## src/rtl/arbitro_pkg.sv

```systemverilog
// Shared types and constants for the 12-way round-robin mux arbiter.
// Optional grant timeout is enabled with ARBITRO_TIMEOUT_EN.
package arbitro_pkg;

  localparam int N_REQ          = 12;
  localparam int W_SEL          = 4;
  localparam int TIMEOUT_CICLOS = 16;
  localparam int CNT_W          = 5;

  typedef enum logic [1:0] {
    OCIOSO,
    CONCEDIDO,
    ESPERA
  } estado_t;

  function automatic logic [N_REQ-1:0] um_quente(
    input logic [W_SEL-1:0] i
  );
    return N_REQ'(1) << i;
  endfunction

endpackage

```

## src/rtl/arbitro_mux12_if.sv

```systemverilog
// Request/grant/handshake bundle between the sources, the arbiter
// and the downstream consumer.
interface arbitro_mux12_if;
  import arbitro_pkg::*;

  logic [N_REQ-1:0] req;
  logic             pronto;
  logic [W_SEL-1:0] selecao;
  logic             valido;
  logic [N_REQ-1:0] ack;
  logic             erro_timeout;

  modport master (
    input  req,
    input  pronto,
    output selecao,
    output valido,
    output ack,
    output erro_timeout
  );

  modport slave (
    output req,
    output pronto,
    input  selecao,
    input  valido,
    input  ack,
    input  erro_timeout
  );

endinterface

```

## src/rtl/prio_rr12.sv

```systemverilog
// Rotating priority encoder: first set request after ultimo,
// wrapping 11 -> 0; idx is always 0..11.
module prio_rr12
  import arbitro_pkg::*;
(
  input  logic [N_REQ-1:0] req,
  input  logic [W_SEL-1:0] ultimo,
  output logic [W_SEL-1:0] idx,
  output logic             achou
);

  logic [4:0] j;

  always_comb begin
    idx   = '0;
    achou = 1'b0;
    j     = '0;
    for (int k = 1; k <= N_REQ; k++) begin
      j = 5'(ultimo) + 5'(k);
      // two folds keep even an illegal ultimo inside 0..11
      if (j >= 5'd12) j = j - 5'd12;
      if (j >= 5'd12) j = j - 5'd12;
      if (!achou && req[j[3:0]]) begin
        idx   = j[3:0];
        achou = 1'b1;
      end
    end
  end

endmodule

```

## src/rtl/arbitro_mux12.sv

```systemverilog
// Round-robin arbiter driving the shared 12:1 mux select with a
// valid/ready handshake; ARBITRO_TIMEOUT_EN adds grant abandonment.
module arbitro_mux12
  import arbitro_pkg::*;
(
  input  logic             clk,
  input  logic             reset,
  arbitro_mux12_if.master  bus
);

  estado_t          state_q, state_d;
  logic [W_SEL-1:0] sel_q, sel_d;
  logic [W_SEL-1:0] ultimo_q, ultimo_d;
  logic             val_q, val_d;
  logic [N_REQ-1:0] ack_q, ack_d;
  logic [W_SEL-1:0] idx;
  logic             achou;

  prio_rr12 u_prio (
    .req    (bus.req),
    .ultimo (ultimo_q),
    .idx    (idx),
    .achou  (achou)
  );

`ifdef ARBITRO_TIMEOUT_EN
  logic [CNT_W-1:0] cnt_q, cnt_d;
  logic             erro_q, erro_d;
  logic             estouro;

  assign estouro = (cnt_q == CNT_W'(TIMEOUT_CICLOS - 1));
`endif

  always_comb begin
    state_d  = state_q;
    sel_d    = sel_q;
    ultimo_d = ultimo_q;
    val_d    = val_q;
    ack_d    = '0;
`ifdef ARBITRO_TIMEOUT_EN
    cnt_d    = cnt_q;
    erro_d   = 1'b0;
`endif
    unique case (state_q)
      OCIOSO: begin
        if (achou) begin
          sel_d   = idx;
          val_d   = 1'b1;
          state_d = CONCEDIDO;
`ifdef ARBITRO_TIMEOUT_EN
          cnt_d   = '0;
`endif
        end
      end
      CONCEDIDO: begin
        if (bus.pronto) begin
          ack_d    = um_quente(sel_q);
          ultimo_d = sel_q;
          val_d    = 1'b0;
          state_d  = ESPERA;
        end
`ifdef ARBITRO_TIMEOUT_EN
        else if (estouro) begin
          // pointer still advances so a stuck source cannot starve others
          ultimo_d = sel_q;
          val_d    = 1'b0;
          erro_d   = 1'b1;
          state_d  = OCIOSO;
        end else begin
          cnt_d = cnt_q + 1'b1;
        end
`endif
      end
      ESPERA:  state_d = OCIOSO;
      default: state_d = OCIOSO;
    endcase
  end

  always_ff @(posedge clk or posedge reset) begin
    if (reset) begin
      state_q  <= OCIOSO;
      sel_q    <= '0;
      ultimo_q <= W_SEL'(N_REQ - 1);
      val_q    <= 1'b0;
      ack_q    <= '0;
    end else begin
      state_q  <= state_d;
      sel_q    <= sel_d;
      ultimo_q <= ultimo_d;
      val_q    <= val_d;
      ack_q    <= ack_d;
    end
  end

`ifdef ARBITRO_TIMEOUT_EN
  always_ff @(posedge clk or posedge reset) begin
    if (reset) begin
      cnt_q  <= '0;
      erro_q <= 1'b0;
    end else begin
      cnt_q  <= cnt_d;
      erro_q <= erro_d;
    end
  end

  assign bus.erro_timeout = erro_q;
`else
  assign bus.erro_timeout = 1'b0;
`endif

  assign bus.selecao = sel_q;
  assign bus.valido  = val_q;
  assign bus.ack     = ack_q;

endmodule

```

## src/flat_wrapper.sv

```systemverilog
// flat-port wrapper written by rule: the top's interface ports become plain ports
module arbitro_mux12_flat import arbitro_pkg::*;
  (clk, reset, bus_req, bus_pronto, bus_selecao, bus_valido, bus_ack, bus_erro_timeout);
  arbitro_mux12_if bus_i ();
  input  logic clk;
  input  logic reset;
  input wire logic [$bits(bus_i.req)-1:0] bus_req;
  input wire logic [$bits(bus_i.pronto)-1:0] bus_pronto;
  output wire logic [$bits(bus_i.selecao)-1:0] bus_selecao;
  output wire logic [$bits(bus_i.valido)-1:0] bus_valido;
  output wire logic [$bits(bus_i.ack)-1:0] bus_ack;
  output wire logic [$bits(bus_i.erro_timeout)-1:0] bus_erro_timeout;
  assign bus_i.req = bus_req;
  assign bus_i.pronto = bus_pronto;
  assign bus_selecao = bus_i.selecao;
  assign bus_valido = bus_i.valido;
  assign bus_ack = bus_i.ack;
  assign bus_erro_timeout = bus_i.erro_timeout;
  arbitro_mux12 u_core (.clk(clk), .reset(reset), .bus(bus_i));
endmodule
```

## config.mk

```make
export PLATFORM = sky130hd
export DESIGN_NAME = arbitro_mux12_flat
export DESIGN_NICKNAME = d
export VERILOG_FILES = /design/src/rtl/arbitro_pkg.sv /design/src/rtl/arbitro_mux12_if.sv /design/src/rtl/prio_rr12.sv /design/src/rtl/arbitro_mux12.sv /design/src/flat_wrapper.sv
export SDC_FILE = /design/constraint.sdc
export NUM_CORES = 1
export LEC_CHECK = 0
export CAP_MARGIN = 10
export CELL_PAD_IN_SITES_DETAIL_PLACEMENT = 0
export CELL_PAD_IN_SITES_GLOBAL_PLACEMENT = 1
export CORE_ASPECT_RATIO = 1.1
export CORE_MARGIN = 2
export CORE_UTILIZATION = 35
export CTS_BUF_LIST = sky130_fd_sc_hd__clkbuf_8
export CTS_CLUSTER_DIAMETER = 60
export DETAILED_ROUTE_END_ITERATION = 12
export PLACE_DENSITY_LB_ADDON = 0.1
export SYNTH_ARGS = -nofsm -noshare
export SYNTH_HDL_FRONTEND = slang
export SYNTH_SLANG_ARGS = --single-unit
```

## constraint.sdc

```tcl
create_clock -name clk -period 14.5 [get_ports clk]
set_input_delay 2.9 -clock clk [delete_from_list [all_inputs] [get_ports clk]]
set_output_delay 2.9 -clock clk [all_outputs]
set_load 0.005 [all_outputs]
```

-- Yosys cells after proc, flatten, opt, wreduce, memory -nomap -nowiden
Index checks and enable logic that the tools add are counted.
- memory bits (writable): 0
- memories: 0
- bits in registers: 23
- bits of input ports: 15
- latch bits: 0
- memory bits (read-only): 0
- word-level logic and storage cells: 189
- output and inout bits: 18
- add/subtract/negate cells: 36
- shifts and indexed selects: 1
- $lt $le $gt $ge: 36
- multiplexer cells: 80
- bitwise logic cells: 0
- div/mod/pow operators: 0
- reductions and logical operators: 28
- $mul: 0
- equality and inequality tests: 3
- operators by type and width (operator ; number):
    $ge 5x4->1 const B ; 24
    $mux 4 ; 24
    $lt 4x5->1 const B ; 12
    $mux 5 ; 12
    $sub 5x4->5 const B ; 12
    $bmux 1 s4 ; 12
    $sub 4x4->4 const B ; 12
    $mux 1 ; 26
    $add 4x4->5 const B ; 5
    $mux 12 ; 2
    $add 4x3->5 const B ; 4
    $shl 1x4->12 const A ; 1
    $logic_and 1x1->1 ; 11
    $logic_not 1->1 ; 11
    $add 4x2->5 const B ; 2
    $reduce_and 2->1 ; 3
    $add 4x1->5 const B ; 1
    $mux 2 ; 2
    $pmux 2 s2 ; 1
    $reduce_and 3->1 ; 1
    $eq 2x1->1 const B ; 1
    $logic_not 2->1 ; 1
    $ne 2x1->1 const B ; 1
    $ne 2x2->1 const B ; 1
    2 further kinds ; 2

-- Depth between registers and ports, before layout
- word-level depth: 43
- gate-level depth with buffers: 23

-- Modules after synthesis
From an unflattened synthesis, not the netlist that was laid out.
- cells, all modules: 530
- area total of the unflattened synthesis: 4272.8 sq um
- modules (own cells, without submodules) (module ; cells an instance ; sequential area each (sq um) ; area an instance (sq um) ; instances):
    prio_rr12 ; 459 ; 0.0 ; 3419.5 ; 1
    arbitro_mux12 ; 71 ; 579.3 ; 853.3 ; 1

-- Least setup slack after synthesis
No wires, ideal clock.
- path kind: in2reg
- start point: input bus_req[11]
- end point: register u_core.sel_q[1] (netlist: u_core.bus.selecao[1])
- setup slack: 9.133 ns
- buffers on the path: 1
- cell stages on the path: 9
- data arrival time: 5.224 ns
- required time: 14.357 ns
- path through: mux4_2 -> mux2_2 -> a21o_1 -> nand3b_1 -> or3_1 -> buf_2 -> o41ai_4 -> a32o_1 -> a31oi_1
- longest elaborated chain between the ends: 37
- ends and longest elaborated chain (item ; line ; source):
    start: declaration ; flat_wrapper.sv:7 ; input wire logic [$bits(bus_i.req)-1:0] bus_req;
    $bmux 1 s4 ; prio_rr12.sv:23 ; if (!achou && req[j[3:0]]) begin
    $mux 1 (not written as such) ; prio_rr12.sv:23 ;
    $mux 1 ; prio_rr12.sv:23 ;
    $logic_not 1->1 ; prio_rr12.sv:23 ;
    $logic_and 1x1->1 ; prio_rr12.sv:23 ;
    $mux 1 ; prio_rr12.sv:23 ;
    $logic_not 1->1 ; prio_rr12.sv:23 ;
    $logic_and 1x1->1 ; prio_rr12.sv:23 ;
    [21 not listed] ; -- ;
    $mux 1 ; prio_rr12.sv:23 ;
    $logic_not 1->1 ; prio_rr12.sv:23 ;
    $logic_and 1x1->1 ; prio_rr12.sv:23 ;
    $mux 1 ; prio_rr12.sv:23 ;
    $logic_not 1->1 ; prio_rr12.sv:23 ;
    $logic_and 1x1->1 ; prio_rr12.sv:23 ;
    $mux 1 ; prio_rr12.sv:23 ;
    $reduce_and 2->1 (no source line) ; -- ;
    end signal: assignment ; arbitro_mux12.sv:88 ; sel_q <= sel_d;
    end: declaration ; arbitro_mux12.sv:12 ; logic [W_SEL-1:0] sel_q, sel_d;
Parallel ways exist; a longest one is shown, timed or not. The select of a mux whose other input is x is not followed.
A chain may end at the register's enable or synchronous reset.

-- Worst setup path in the final report
- start point: register u_core.ultimo_q[1]
- end point: register u_core.sel_q[1] (netlist: u_core.bus.selecao[1])
- longest elaborated chain between the ends: 42
- ends and longest elaborated chain (item ; line ; source):
    start: declaration ; arbitro_mux12.sv:13 ; logic [W_SEL-1:0] ultimo_q, ultimo_d;
    start signal: assignment ; arbitro_mux12.sv:83 ; ultimo_q <= W_SEL'(N_REQ - 1);
    start signal: assignment ; arbitro_mux12.sv:89 ; ultimo_q <= ultimo_d;
    $add 4x1->5 ; prio_rr12.sv:19 ; j = 5'(ultimo) + 5'(k);
    $sub 5x4->5 / $ge 5x4->1 (equally long branches) ; prio_rr12.sv:21 ; if (j >= 5'd12) j = j - 5'd12;
    $mux 5 ; prio_rr12.sv:21 ;
    $sub 4x4->4 / $ge 5x4->1 (equally long branches) ; prio_rr12.sv:22 ; if (j >= 5'd12) j = j - 5'd12;
    $mux 4 ; prio_rr12.sv:22 ;
    $bmux 1 s4 ; prio_rr12.sv:23 ;
    $mux 1 (not written as such) ; prio_rr12.sv:23 ;
    $mux 1 ; prio_rr12.sv:23 ;
    [26 not listed] ; -- ;
    $mux 1 ; prio_rr12.sv:23 ;
    $logic_not 1->1 ; prio_rr12.sv:23 ;
    $logic_and 1x1->1 ; prio_rr12.sv:23 ;
    $mux 1 ; prio_rr12.sv:23 ;
    $logic_not 1->1 ; prio_rr12.sv:23 ;
    $logic_and 1x1->1 ; prio_rr12.sv:23 ;
    $mux 1 ; prio_rr12.sv:23 ;
    $reduce_and 2->1 (no source line) ; -- ;
Parallel ways exist; a longest one is shown, timed or not. The select of a mux whose other input is x is not followed.

==> metrics.md <==
| Metric | Value |
|---|---|
| Status | complete, no violations |
| Fmax | about 140 MHz |
| Largest net degree at the start of global routing | 32 |
| Worst Hold Class | flop to flop |
| Core area | ~0.011 mm^2 |
| DR pass1 iterations | 5 |
| First-pass GRT wire length | 20.2 mm |
| Ys async rst share | 1.00 |
| Netlist cell types | slightly above 80 |
| Post-CTS setup buffers | 0 |
| Ant diodes | 0 |
| Num CTS Buffers | 3 |
| Fraction of layout cells with a size suffix above 1 | 0.0815 |
| # setup viols final | 0 |
| Max clock buf depth | 2 |
| Max Cap Viol | 0 |
| Avg WL per Cell | 19.4 um |
| Die area | ~0.012 mm^2 |
| Antenna-violating nets left | 0 |
| Nets | ~550 |
| First DRT Iteration DRCs | ~210 |
| Drt drc | 0 |
| RSZ-0062 raised after global routing | no |
| Slew HR | 0.385 |
| # clock sinks | 23 |
| Critical Path AT | between 7000 and 8000 ps |
| Pins Over Slew Limit | 0 |
| Final worst path period share | 0.488 |
| Die Y-Extent | ~110 um |
| Grt ovf | 0 |
| PortBufs | 31 |
| CTS clock-pin slew for the worst setup and hold paths | 80 ps |
| Gp weighted congestion | approximately 0.87 |
| TritonCTS clock tree | done |
| Share of the synthesized area in the top cell type | 0.129 |
| EDFF count, synth | 0 |
| CP required | 14630 ps |
| Commonest non-fill, non-tap cell in the layout | nand2_1 |
| CTS resizes | 0 |
| Fin Setup TNS | 0 ps |
| Initial Utilization | 0.356 |
| Post-synthesis sequential area ratio | 0.150 |
| Post-Syn Area | a little under 0.004 mm^2 |
| CTS Hold Bufs | 0 |
| Area leader, netlist | dfrtp_1 |
| CP Launch Type | flop |
| Root buffer cell | clkbuf_8 |
| Worst-skew pair later-pin latency | roughly 260 ps |
| Mapped Nets | between 500 and 600 |
| #FFs+latches synth | 23 |
| Synth Flop Type | dfrtp_1 |
| H-tree levels | 1 |
| Final hold violation count | 0 |
| Number of global-route vias before repair | 3748 |
| Area Overhead vs Synth | 11.4% |
| Worst-path maximum fanout | 26 |
| Hpwl dp | 9.66 mm |
| Mapped Cells | roughly 490 |
| Fin crit period | ~7100 ps |
| Num rows | 40 |
| Dominant cells by area after synthesis | dfrtp_1, ha_1, mux4_2 |
| Vias per cell | around 6.1 |
| Critical path type | flop to flop |
| Vias after detailed routing | ~4000 |
| Clock skew | roughly 1.2 ps |
| Gr usage total | 0.211 |
| Syn_area_per_cell | a little under 8 um^2 |
| Total Wirelength | 12.6 mm |
| Initial antenna violation count | 0 |
| Endpoint class of the critical path | flop |
| IO Pins | 33 |
| Yosys warns | 0 |
| Worst Max-Slew Pin Slew | a little over 900 ps |
| Die Wd | between 100 and 150 um |
| Most frequent cells in the layout | nand2_1, clkdlybuf4s50_1, ha_1 |
-- synthesized netlist by cell type, types with 4 or more instances --
cell type  count
nand2_1       46
inv_1         25
and2_1         7
dfrtp_1       20
clkbuf_1       7
a31oi_1        8
nand2b_1       8
o21ai_1        7
and3_1         7
mux2i_1       12
o22ai_1        4
o211ai_1       9
nor2b_1       10
buf_2         11
ha_1          30
xnor2_1       10
a22oi_1        6
nand4_1        5
or2_2          4
nand3b_1       6
nor2_1        26
nand3_1       14
a21oi_1       27
o21ai_0       22
or3_1          6
a21o_1        11
mux4_2        12
nor3_1        15
a211oi_1       5
nor4_1        10
o21a_1         7
a21boi_0       5
-- kinds of logic after synthesis --
| group | Yosys count | share of synthesized area |
|---|---|---|
| buffers and inverters | 53 | 0.0617 |
| xor gates and xnor gates | 12 | 0.0291 |
| other | 1 | 0.000969 |
| adders and majority gates | 30 | 0.0970 |
| muxes | 27 | 0.110 |
| and+or+nand+nor | 175 | 0.236 |
| DFF | 23 | 0.150 |
| AOI/OAI and AO/OA | 167 | 0.316 |
-- layout make-up --
class                           count  area (um^2)
Fill cell                        1133         6550
Clock inverter                      1         5.00
Timing Repair Buffer               35          340
Inverter                           29          109
Clock buffer                        3         41.3
Sequential cell                    23          579
Tap cell                          147          184
Multi-Input combinational cell    412         3050
-- worst max-delay path: stages (launching register included) --
cell,delay [ps]
dfstp_2,890
inv_1,330
ha_1,420
xnor2_1,780
clkinv_1,440
ha_1,370
and3_1,220
nor3_1,420
nand2_1,150
a21boi_0,160
ha_1,200
a22oi_1,230
and2_1,180
nand3_1,70
a41oi_1,440
mux2i_1,350
o22a_1,270
nand4_1,200
o41ai_4,570
a32o_1,190
a31oi_1,40
-- state kept, by name (all words and copies together), names as in the netlist --
name                count
u_core.state_q          2
u_core.ultimo_q         4
u_core.bus.selecao      4
u_core.bus.valido       1
u_core.bus.ack         12
-- per-stage QoR --
| step | util | hold slack [ps] | worst slack (ps) | cell area (um^2) | cells |
|---|---|---|---|---|---|
| 4_1_cts | 0.397 | 519 | 7510 | 4310 | 650 |
| 2_1_floorplan | - | 468 | 9130 | 3870 | 488 |
| 3_3_place_gp | 0.393 | 466 | 7760 | 4270 | 646 |
| 6_report | 0.397 | 508 | 7430 | 4310 | 650 |
| 5_1_grt | 0.397 | 543 | 6810 | 4310 | 650 |
| 3_5_place_dp | 0.393 | 498 | 7540 | 4270 | 646 |
-- layer usage --
metal  vias up  wire (um)  GRT usage
met5         -          0          0
met4         0        261     0.0459
met3        24        476     0.0194
met1      1939       5900      0.287
li1       1918          -          -
met2        95       5980      0.366
-- final timing paths --
| kind | startpoint | end | slack, ps | depth (start not counted) |
|---|---|---|---|---|
| worst max register to register | u_core.ultimo_q[1] | u_core.bus.selecao[1] | 7430 | 20 |
| max in group asynchronous | reset | u_core.bus.ack[4] | 10860 | 2 |
| min in group asynchronous | reset | u_core.bus.ack[8] | 3110 | 2 |
| worst min-delay path | u_core.bus.valido | u_core.bus.valido | 510 | 2 |
| worst max-delay path | u_core.ultimo_q[1] | u_core.bus.selecao[1] | 7430 | 20 |
| worst min register to register | u_core.bus.valido | u_core.bus.valido | 510 | 2 |
Power is left out: the tool's default activity adds up to more than one toggle a clock period on the data nets, which glitch-free logic cannot reach.
